$ cat src/rtl/modulo_varredura_display_pkg.sv
// Shared segment codes (active-high {g,f,e,d,c,b,a}) and scanner state encodings.
package modulo_varredura_display_pkg;

  localparam logic [6:0] SEG_0    = 7'h3F;
  localparam logic [6:0] SEG_1    = 7'h06;
  localparam logic [6:0] SEG_2    = 7'h5B;
  localparam logic [6:0] SEG_3    = 7'h4F;
  localparam logic [6:0] SEG_4    = 7'h66;
  localparam logic [6:0] SEG_5    = 7'h6D;
  localparam logic [6:0] SEG_6    = 7'h7D;
  localparam logic [6:0] SEG_7    = 7'h07;
  localparam logic [6:0] SEG_8    = 7'h7F;
  localparam logic [6:0] SEG_9    = 7'h6F;
  localparam logic [6:0] SEG_DASH = 7'h40;
  localparam logic [6:0] SEG_OFF  = 7'h00;

  typedef enum logic [1:0] {
    S_OFF = 2'd0,
    S_GAP = 2'd1,
    S_ON  = 2'd2
  } state_t;

  typedef struct packed {
    logic       dp;
    logic [6:0] seg;
  } seg_word_t;

endpackage

$ cat src/rtl/modulo_varredura_display_decodificador.sv
// Combinational BCD to active-high 7-segment decoder; non-decimal codes show a dash.
module modulo_decodificador_7seg
  import modulo_varredura_display_pkg::*;
(
  input  logic [3:0] bcd,
  output logic [6:0] seg
);

  always_comb begin
    seg = SEG_DASH;
    case (bcd)
      4'd0: seg = SEG_0;
      4'd1: seg = SEG_1;
      4'd2: seg = SEG_2;
      4'd3: seg = SEG_3;
      4'd4: seg = SEG_4;
      4'd5: seg = SEG_5;
      4'd6: seg = SEG_6;
      4'd7: seg = SEG_7;
      4'd8: seg = SEG_8;
      4'd9: seg = SEG_9;
      default: seg = SEG_DASH;
    endcase
  end

endmodule

$ cat src/rtl/modulo_varredura_display.sv
// Multiplexed 7-segment scanner: clk_div is synchronized as data and its rising
// edges pace a digit rotation with a one-cycle blank gap between digits.
module modulo_varredura_display
  import modulo_varredura_display_pkg::*;
#(
  parameter int N_DIGITS       = 4,
  parameter int DWELL          = 1,
  parameter int ACTIVE_LOW_SEG = 1,
  parameter int ACTIVE_LOW_AN  = 1
) (
  input  logic                  clk,
  input  logic                  clr,
  input  logic                  clk_div,
  input  logic                  en,
  input  logic [4*N_DIGITS-1:0] digits,
  input  logic [N_DIGITS-1:0]   dp,
  input  logic [N_DIGITS-1:0]   blank,
  output logic [6:0]            seg,
  output logic                  dp_out,
  output logic [N_DIGITS-1:0]   an,
  output logic [2:0]            digit_idx
);

  localparam int CW = 4;
  localparam int IW = 3;
  localparam logic [6:0]          SEG_MASK = {7{ACTIVE_LOW_SEG != 0}};
  localparam logic                DP_MASK  = (ACTIVE_LOW_SEG != 0);
  localparam logic [N_DIGITS-1:0] AN_MASK  = {N_DIGITS{ACTIVE_LOW_AN != 0}};

  logic s1, s2, s3, tick, adv;
  state_t state, state_n;
  logic [IW-1:0] idx, idx_n;
  logic [CW-1:0] cnt, cnt_n;

  logic [N_DIGITS-1:0][3:0] nib;
  logic [N_DIGITS-1:0][6:0] dec;

  // One decoder per digit lane; the selected lane is muxed below.
  for (genvar g = 0; g < N_DIGITS; g++) begin : g_lane
    assign nib[g] = digits[4*g +: 4];
    modulo_decodificador_7seg u_dec (
      .bcd (nib[g]),
      .seg (dec[g])
    );
  end

  assign tick = s2 & ~s3;
  assign adv  = en & tick & (cnt == CW'(DWELL - 1));

  always_comb begin
    cnt_n = cnt;
    idx_n = idx;
    if (en && tick) begin
      if (adv) begin
        cnt_n = '0;
        idx_n = (idx == IW'(N_DIGITS - 1)) ? '0 : idx + IW'(1);
      end else begin
        cnt_n = cnt + CW'(1);
      end
    end
  end

  always_comb begin
    state_n = state;
    if (!en) begin
      state_n = S_OFF;
    end else begin
      case (state)
        S_OFF:   state_n = S_GAP;
        S_GAP:   state_n = adv ? S_GAP : S_ON;
        S_ON:    state_n = adv ? S_GAP : S_ON;
        default: state_n = S_OFF;
      endcase
    end
  end

  // Outputs are registered from the next state so they line up with it.
  seg_word_t           sel, word_n;
  logic                sel_blank;
  logic [N_DIGITS-1:0] an_n;

  always_comb begin
    sel       = '{dp: 1'b0, seg: SEG_OFF};
    sel_blank = 1'b1;
    an_n      = '0;
    for (int i = 0; i < N_DIGITS; i++) begin
      if (idx_n == IW'(i)) begin
        sel       = '{dp: dp[i], seg: dec[i]};
        sel_blank = blank[i];
        if (state_n == S_ON && !blank[i]) an_n[i] = 1'b1;
      end
    end
    word_n = '{dp: 1'b0, seg: SEG_OFF};
    if ((state_n == S_GAP || state_n == S_ON) && !sel_blank) word_n = sel;
  end

  always_ff @(posedge clk) begin
    if (!clr) begin
      s1        <= 1'b0;
      s2        <= 1'b0;
      s3        <= 1'b0;
      state     <= S_OFF;
      idx       <= '0;
      cnt       <= '0;
      seg       <= SEG_OFF ^ SEG_MASK;
      dp_out    <= DP_MASK;
      an        <= AN_MASK;
      digit_idx <= '0;
    end else begin
      s1        <= clk_div;
      s2        <= s1;
      s3        <= s2;
      state     <= state_n;
      idx       <= idx_n;
      cnt       <= cnt_n;
      seg       <= word_n.seg ^ SEG_MASK;
      dp_out    <= word_n.dp ^ DP_MASK;
      an        <= an_n ^ AN_MASK;
      digit_idx <= idx_n;
    end
  end

endmodule

$ cat config.mk
export PLATFORM = sky130hd
export DESIGN_NAME = modulo_varredura_display
export DESIGN_NICKNAME = d
export VERILOG_FILES = /design/src/rtl/modulo_varredura_display_pkg.sv /design/src/rtl/modulo_varredura_display_decodificador.sv /design/src/rtl/modulo_varredura_display.sv
export SDC_FILE = /design/constraint.sdc
export NUM_CORES = 1
export LEC_CHECK = 0
export ABC_CLOCK_PERIOD_IN_PS = 3900
export CORE_MARGIN = 1.5
export CORE_UTILIZATION = 55
export DETAILED_ROUTE_END_ITERATION = 8
export MAX_ROUTING_LAYER = met4
export PLACE_DENSITY = 0.86
export RECOVER_POWER = 25
export SLEW_MARGIN = 15
export SYNTH_ARGS = -nofsm -noshare
export SYNTH_HDL_FRONTEND = slang
export SYNTH_SLANG_ARGS = --single-unit
export TNS_END_PERCENT = 1
$ cat constraint.sdc
create_clock -name clk -period 3.9 [get_ports clk]
set_input_delay 0.585 -clock clk [delete_from_list [all_inputs] [get_ports clk]]
set_output_delay 0.585 -clock clk [all_outputs]
set_load 0.02 [all_outputs]
Word level (Yosys, flattened, before mapping)
Memories as Yosys holds them, arrays and structs flattened.
Cells that the tools add are included.
- bits in read-only memories: 448
- memories kept: 4
- flip-flop bits (word level): 24
- word-level logic and storage cells: 70
- memory list (memory ; words ; width ; read ports ; clocked after memory_dff ; wr ports ; line ; text):
    (name not given) ; 16 ; 7 ; 1 ; 0 ; 0 ; modulo_varredura_display_decodificador.sv:11 ; case (bcd)
    (name not given) ; 16 ; 7 ; 1 ; 0 ; 0 ; modulo_varredura_display_decodificador.sv:11 ;
    (name not given) ; 16 ; 7 ; 1 ; 0 ; 0 ; modulo_varredura_display_decodificador.sv:11 ;
    (name not given) ; 16 ; 7 ; 1 ; 0 ; 0 ; modulo_varredura_display_decodificador.sv:11 ;
- eq/ne operators: 8
- reductions and logical operators: 16
- add/subtract/negate cells: 2
- muxes and demuxes: 24
- bitwise operators: 7
- operators by type and width (cell ; number):
    $mux 8 ; 5
    $mux 1 ; 12
    $eq 3x2->1 const B ; 3
    $mux 3 ; 3
    $not 7->7 ; 1
    $logic_and 1x1->1 ; 6
    $logic_not 1->1 ; 5
    $add 4x1->4 const B ; 1
    $eq 2x1->1 const B ; 2
    $eq 2x2->1 const B ; 2
    $logic_not 4->1 ; 1
    $mux 2 ; 2
    $mux 4 ; 1
    $not 4->4 ; 1
    $pmux 2 s2 ; 1
    $add 3x1->3 const B ; 1
    $and 1x1->1 ; 3
    $eq 3x1->1 const B ; 1
    $logic_not 3->1 ; 1
    $logic_not 2->1 ; 1
    $not 1->1 ; 2
    $reduce_or 2->1 ; 1
    $logic_or 1x1->1 ; 1

Depth between registers and ports, before layout
- depth in word-level cells: 15
- gate-level depth with buffers: 9
- mapped depth without buffers: 9

Modules after synthesis
Synthesis repeated with hierarchy kept, for this count alone.
- cell total of the unflattened synthesis: 261
- area total of the unflattened synthesis: 2214.6 sq um
- modules (own cells, without submodules) (module ; instances ; cells an instance ; sequential area each (sq um) ; area each (sq um)):
    modulo_varredura_display ; 1 ; 145 ; 480.5 ; 1313.8
    modulo_decodificador_7seg ; 4 ; 29 ; 0.0 ; 225.2

Worst setup path before layout
OpenSTA, ideal clock, no wires.
- path kind: input to register
- start point: input port en
- end point: register dp_out
- buffers on the path: 1
- cell stages on the path: 9
- library setup time: 0.132 ns
- required time: 3.768 ns
- path slack: 1.454 ns
- data arrival time: 2.314 ns
- cell sequence: and3b_1 > buf_4 > and3_1 > a21oi_1 > or3b_2 > ha_1 > nor2_1 > o41a_4 > o2111ai_1
- cells in the longest elaborated chain, start to end: 13
- elaborated cells between the ends (all ways): 27
- classes of those cells: eq/ne: 5; mux: 14; bitwise: 3; reduce/logical: 5
- RTL lines (item ; line ; text):
    start: declaration ; modulo_varredura_display.sv:14 ; input logic en,
    $and 1x1->1 (2 in series) ; modulo_varredura_display.sv:48 ; assign adv = en & tick & (cnt == CW'(DWELL - 1));
    $mux 3 ; modulo_varredura_display.sv:54 ; if (adv) begin
    $mux 3 ; modulo_varredura_display.sv:53 ; if (en && tick) begin
    $logic_not 3->1 ; modulo_varredura_display.sv:87 ; if (idx_n == IW'(i)) begin
    $mux 1 (4 in series) ; modulo_varredura_display.sv:87 ;
    $logic_not 1->1 ; modulo_varredura_display.sv:94 ; if ((state_n == S_GAP || state_n == S_ON) && !sel_blank) word_n = sel;
    $logic_and 1x1->1 ; modulo_varredura_display.sv:94 ;
    $mux 8 * ; modulo_varredura_display.sv:94 ;
    $not 1->1 (no source line) * ; - ;
    end signal: assignment ; modulo_varredura_display.sv:117 ; dp_out <= word_n.dp ^ DP_MASK;
    end: declaration ; modulo_varredura_display.sv:19 ; output logic dp_out,
Every way passes the cells marked *; elsewhere a longest branch is shown, timed or not.
A chain may end at the register's enable or synchronous reset.

Worst setup path after layout
- start point: input port en
- end point: register seg[6]
- cells in the longest elaborated chain, start to end: 13
- elaborated cells between the ends (all ways): 27
- classes of those cells: eq/ne: 5; mux: 14; bitwise: 3; reduce/logical: 5
- RTL lines (item ; line ; text):
    $and 1x1->1 (2 in series) ; modulo_varredura_display.sv:48 ;
    $mux 3 ; modulo_varredura_display.sv:54 ;
    $mux 3 ; modulo_varredura_display.sv:53 ;
    $logic_not 3->1 ; modulo_varredura_display.sv:87 ;
    $mux 1 (4 in series) ; modulo_varredura_display.sv:87 ;
    $logic_not 1->1 ; modulo_varredura_display.sv:94 ;
    $logic_and 1x1->1 ; modulo_varredura_display.sv:94 ;
    $mux 8 * ; modulo_varredura_display.sv:94 ;
    $not 7->7 (no source line) * ; - ;
    end signal: assignment ; modulo_varredura_display.sv:105 ; seg <= SEG_OFF ^ SEG_MASK;
    end signal: assignment ; modulo_varredura_display.sv:116 ; seg <= word_n.seg ^ SEG_MASK;
    end: declaration ; modulo_varredura_display.sv:18 ; output logic [6:0] seg,
Marked as above.

==> flow_summary.ini <==
[pwr]
vdd_drop_max_mv = 0.131
powerDensity_nw_per_um2 = 237
p_leak_nw = 1.02
power.total_mw = 0.580

[timing]
finalCriticalPeriod_ps = 3020
finalHoldViolations = 0
max_freq_ghz = 0.332
rsz0062_at_grt = no
slew_viol_final = 0
max_slew_margin = 0.587
whs_ps = 464
setup_tns_ps = 0
skew_ps = 1.49
period_share = 0.773
tightest_slew_ps = 618
setup_viol = 0

[clock_network]
cts_sinks = 24
cts_tree = built
clockRootBuffer = clkbuf_4
cts_hold_buf = 0
cts_buffers = 3
cts_buffer_depth = 2
cts_resized = 0
cts_max_level = 1
clk_latency_ps = 320
postCtsSetupBuffers = 0
clk_pin_slew_ps = 130

[routing]
drt_iter0_markers = 102
vias = 1776
first_pass_iters = 4
ant_nets = 0
wl_per_cell_microns = 13.1
drc_errors = 0
routed_wl_microns = 4260
viasPerCell = 5.45

[global_routing]
track_usage = 0.235
grt_antenna_before_repair = 0
grt_max_degree = 15
grt_pass1_wl_microns = 7250
grt_pass1_vias = 1562
grt_overflow_total = 0

[synthesis]
ys_warn_count = 0
syn_inst = 245
synth_ff_type = dfxtp_1
synth-async-reset-ratio = 0
ys_seq_area_frac = 0.242
synth_edf_count = 0
ys_types = 50
ys_ff_latch = 24
syn_nets = 303
syn_avg_cell_area_sq_um = 8.10
syn_area_sq_um = 1980

[hold_path]
hold_path_class = reg -> reg

[layout]
diodes = 0
drive_above_1_share = 0.0536
area_growth_pct = 23.5
final_cell_count_no_fill = 326
post-route-cell-area_sq_um = 2450
num-fill-cells = 254
nets = 339

[place]
gp_congestion = 0.889
place_hpwl_microns = 3390
dp_cells = 322
port_buffers = 42
place_area_sq_um = 2410

[setup_path]
cp.required_ps = 4170
cp-start-kind = input pin
cp.arrival_ps = 3280
critical_path_class = in -> reg
rrSetupSlack_ps = 1370
endpoint_kind = flip-flop
crit_slowest_cell = dlygate4sd3_1
max_stage_delay_ps = 570
critPathMaxFanout = 12
path_cells = dlygate4sd3_1 > and3b_1 > nand3_1 > mux2_4 > o41ai_1 > a221oi_1 > o21ai_1

[floorplan]
dieWidth_microns = 63.1
io_pins = 43
core-area_sq_um = 3390
die_area_sq_um = 3980
die_h_microns = 63.1
start_util = 0.585
num_rows = 21

[status]
status = completed

[run]
cap_violations = 0
-- placed cells by master, fill, tap and decap left out, drive strengths merged, types with 3 or more instances in the layout --
cell type / Yosys / routed
o2111ai: 3 / 3
and2: 4 / 4
mux2i: 3 / 3
mux2: 3 / 3
clkbuf: 9 / 3
nor2: 22 / 22
a21oi: 18 / 18
nand3: 7 / 7
nor3: 4 / 4
clkdlybuf4s50: 0 / 40
nand2b: 8 / 8
dfxtp: 24 / 24
inv: 22 / 22
ha: 30 / 30
o21ai: 18 / 18
o21a: 3 / 3
o22ai: 3 / 3
nor2b: 8 / 8
o221ai: 6 / 6
nand2: 16 / 16
o211ai: 3 / 3
-- final cells by class --
class	count	area, sq um	share of cell area
repair buffers	42	420	0.172
inverters	22	82.6	0.0337
multi-input cells	188	1360	0.554
well taps	46	57.6	0.0235
flip-flops and latches	24	480	0.196
clock inverters	1	30.0	0.0123
clock buffers	3	22.5	0.00919
-- sequential cells by signal, indices dropped and copies added, names as in the netlist, 2 cells and up --
register and flops:
state 2, idx 3, cnt 4, an 4, seg 7
-- routing by layer --
layer | part of all wire | GRT usage
met1 | 0.50 | 0.327
met2 | 0.45 | 0.342
met3 | 0.035 | 0.0250
met4 | 0.022 | 0.108
met5 | 0 | -
-- through the flow --
stage,util,setup WS (ps)
3_3_place_gp,0.711,731
5_1_grt,0.723,818
3_5_place_dp,0.711,677
6_report,0.723,884
2_1_floorplan,-,1450
4_1_cts,0.726,1030
-- logic make-up after synthesis --
group / share of synthesized area
AOI/OAI and AO/OA: 0.222
xor gates and xnor gates: 0.0132
adders and majority gates: 0.189
buffers and inverters: 0.0681
DFF: 0.242
muxes: 0.0397
and+or+nand+nor: 0.226
-- cell usage after synthesis (all sizes together) (4+ instances only) --
cell / instances / share of area
o21ai: 18 / 0.045
o221ai: 6 / 0.026
a21oi: 18 / 0.045
nand2b: 8 / 0.025
clkbuf: 9 / 0.017
nand2: 16 / 0.030
nor2b: 8 / 0.025
nor2: 22 / 0.045
nand3: 7 / 0.024
nor3: 4 / 0.010
dfxtp: 24 / 0.24
inv: 22 / 0.042
ha: 30 / 0.19
and2: 4 / 0.013
-- report_power, final --
part / internal [mW] / switching (mW)
Combinational: 0.0678 / 0.0741
Clock: 0.104 / 0.0786
Sequential: 0.252 / 0.00379
Total: 0.424 / 0.156
-- path summary, 6_finish.rpt --
path	from	endpoint	depth (start not counted)
worst min register to register	s1	s2	1
worst min-delay path	s1	s2	1
worst max-delay path	en	seg[6]	7
worst max register to register	s3	seg[6]	6
-- worst max-delay path: cells and delay by family --
| family | cells | cell delay, ps |
|---|---|---|
| simple gates | 2 | 850 |
| buf+inv | 1 | 570 |
| compound gates | 3 | 770 |
| mux | 1 | 500 |
Power figures use the tool's default switching activity.
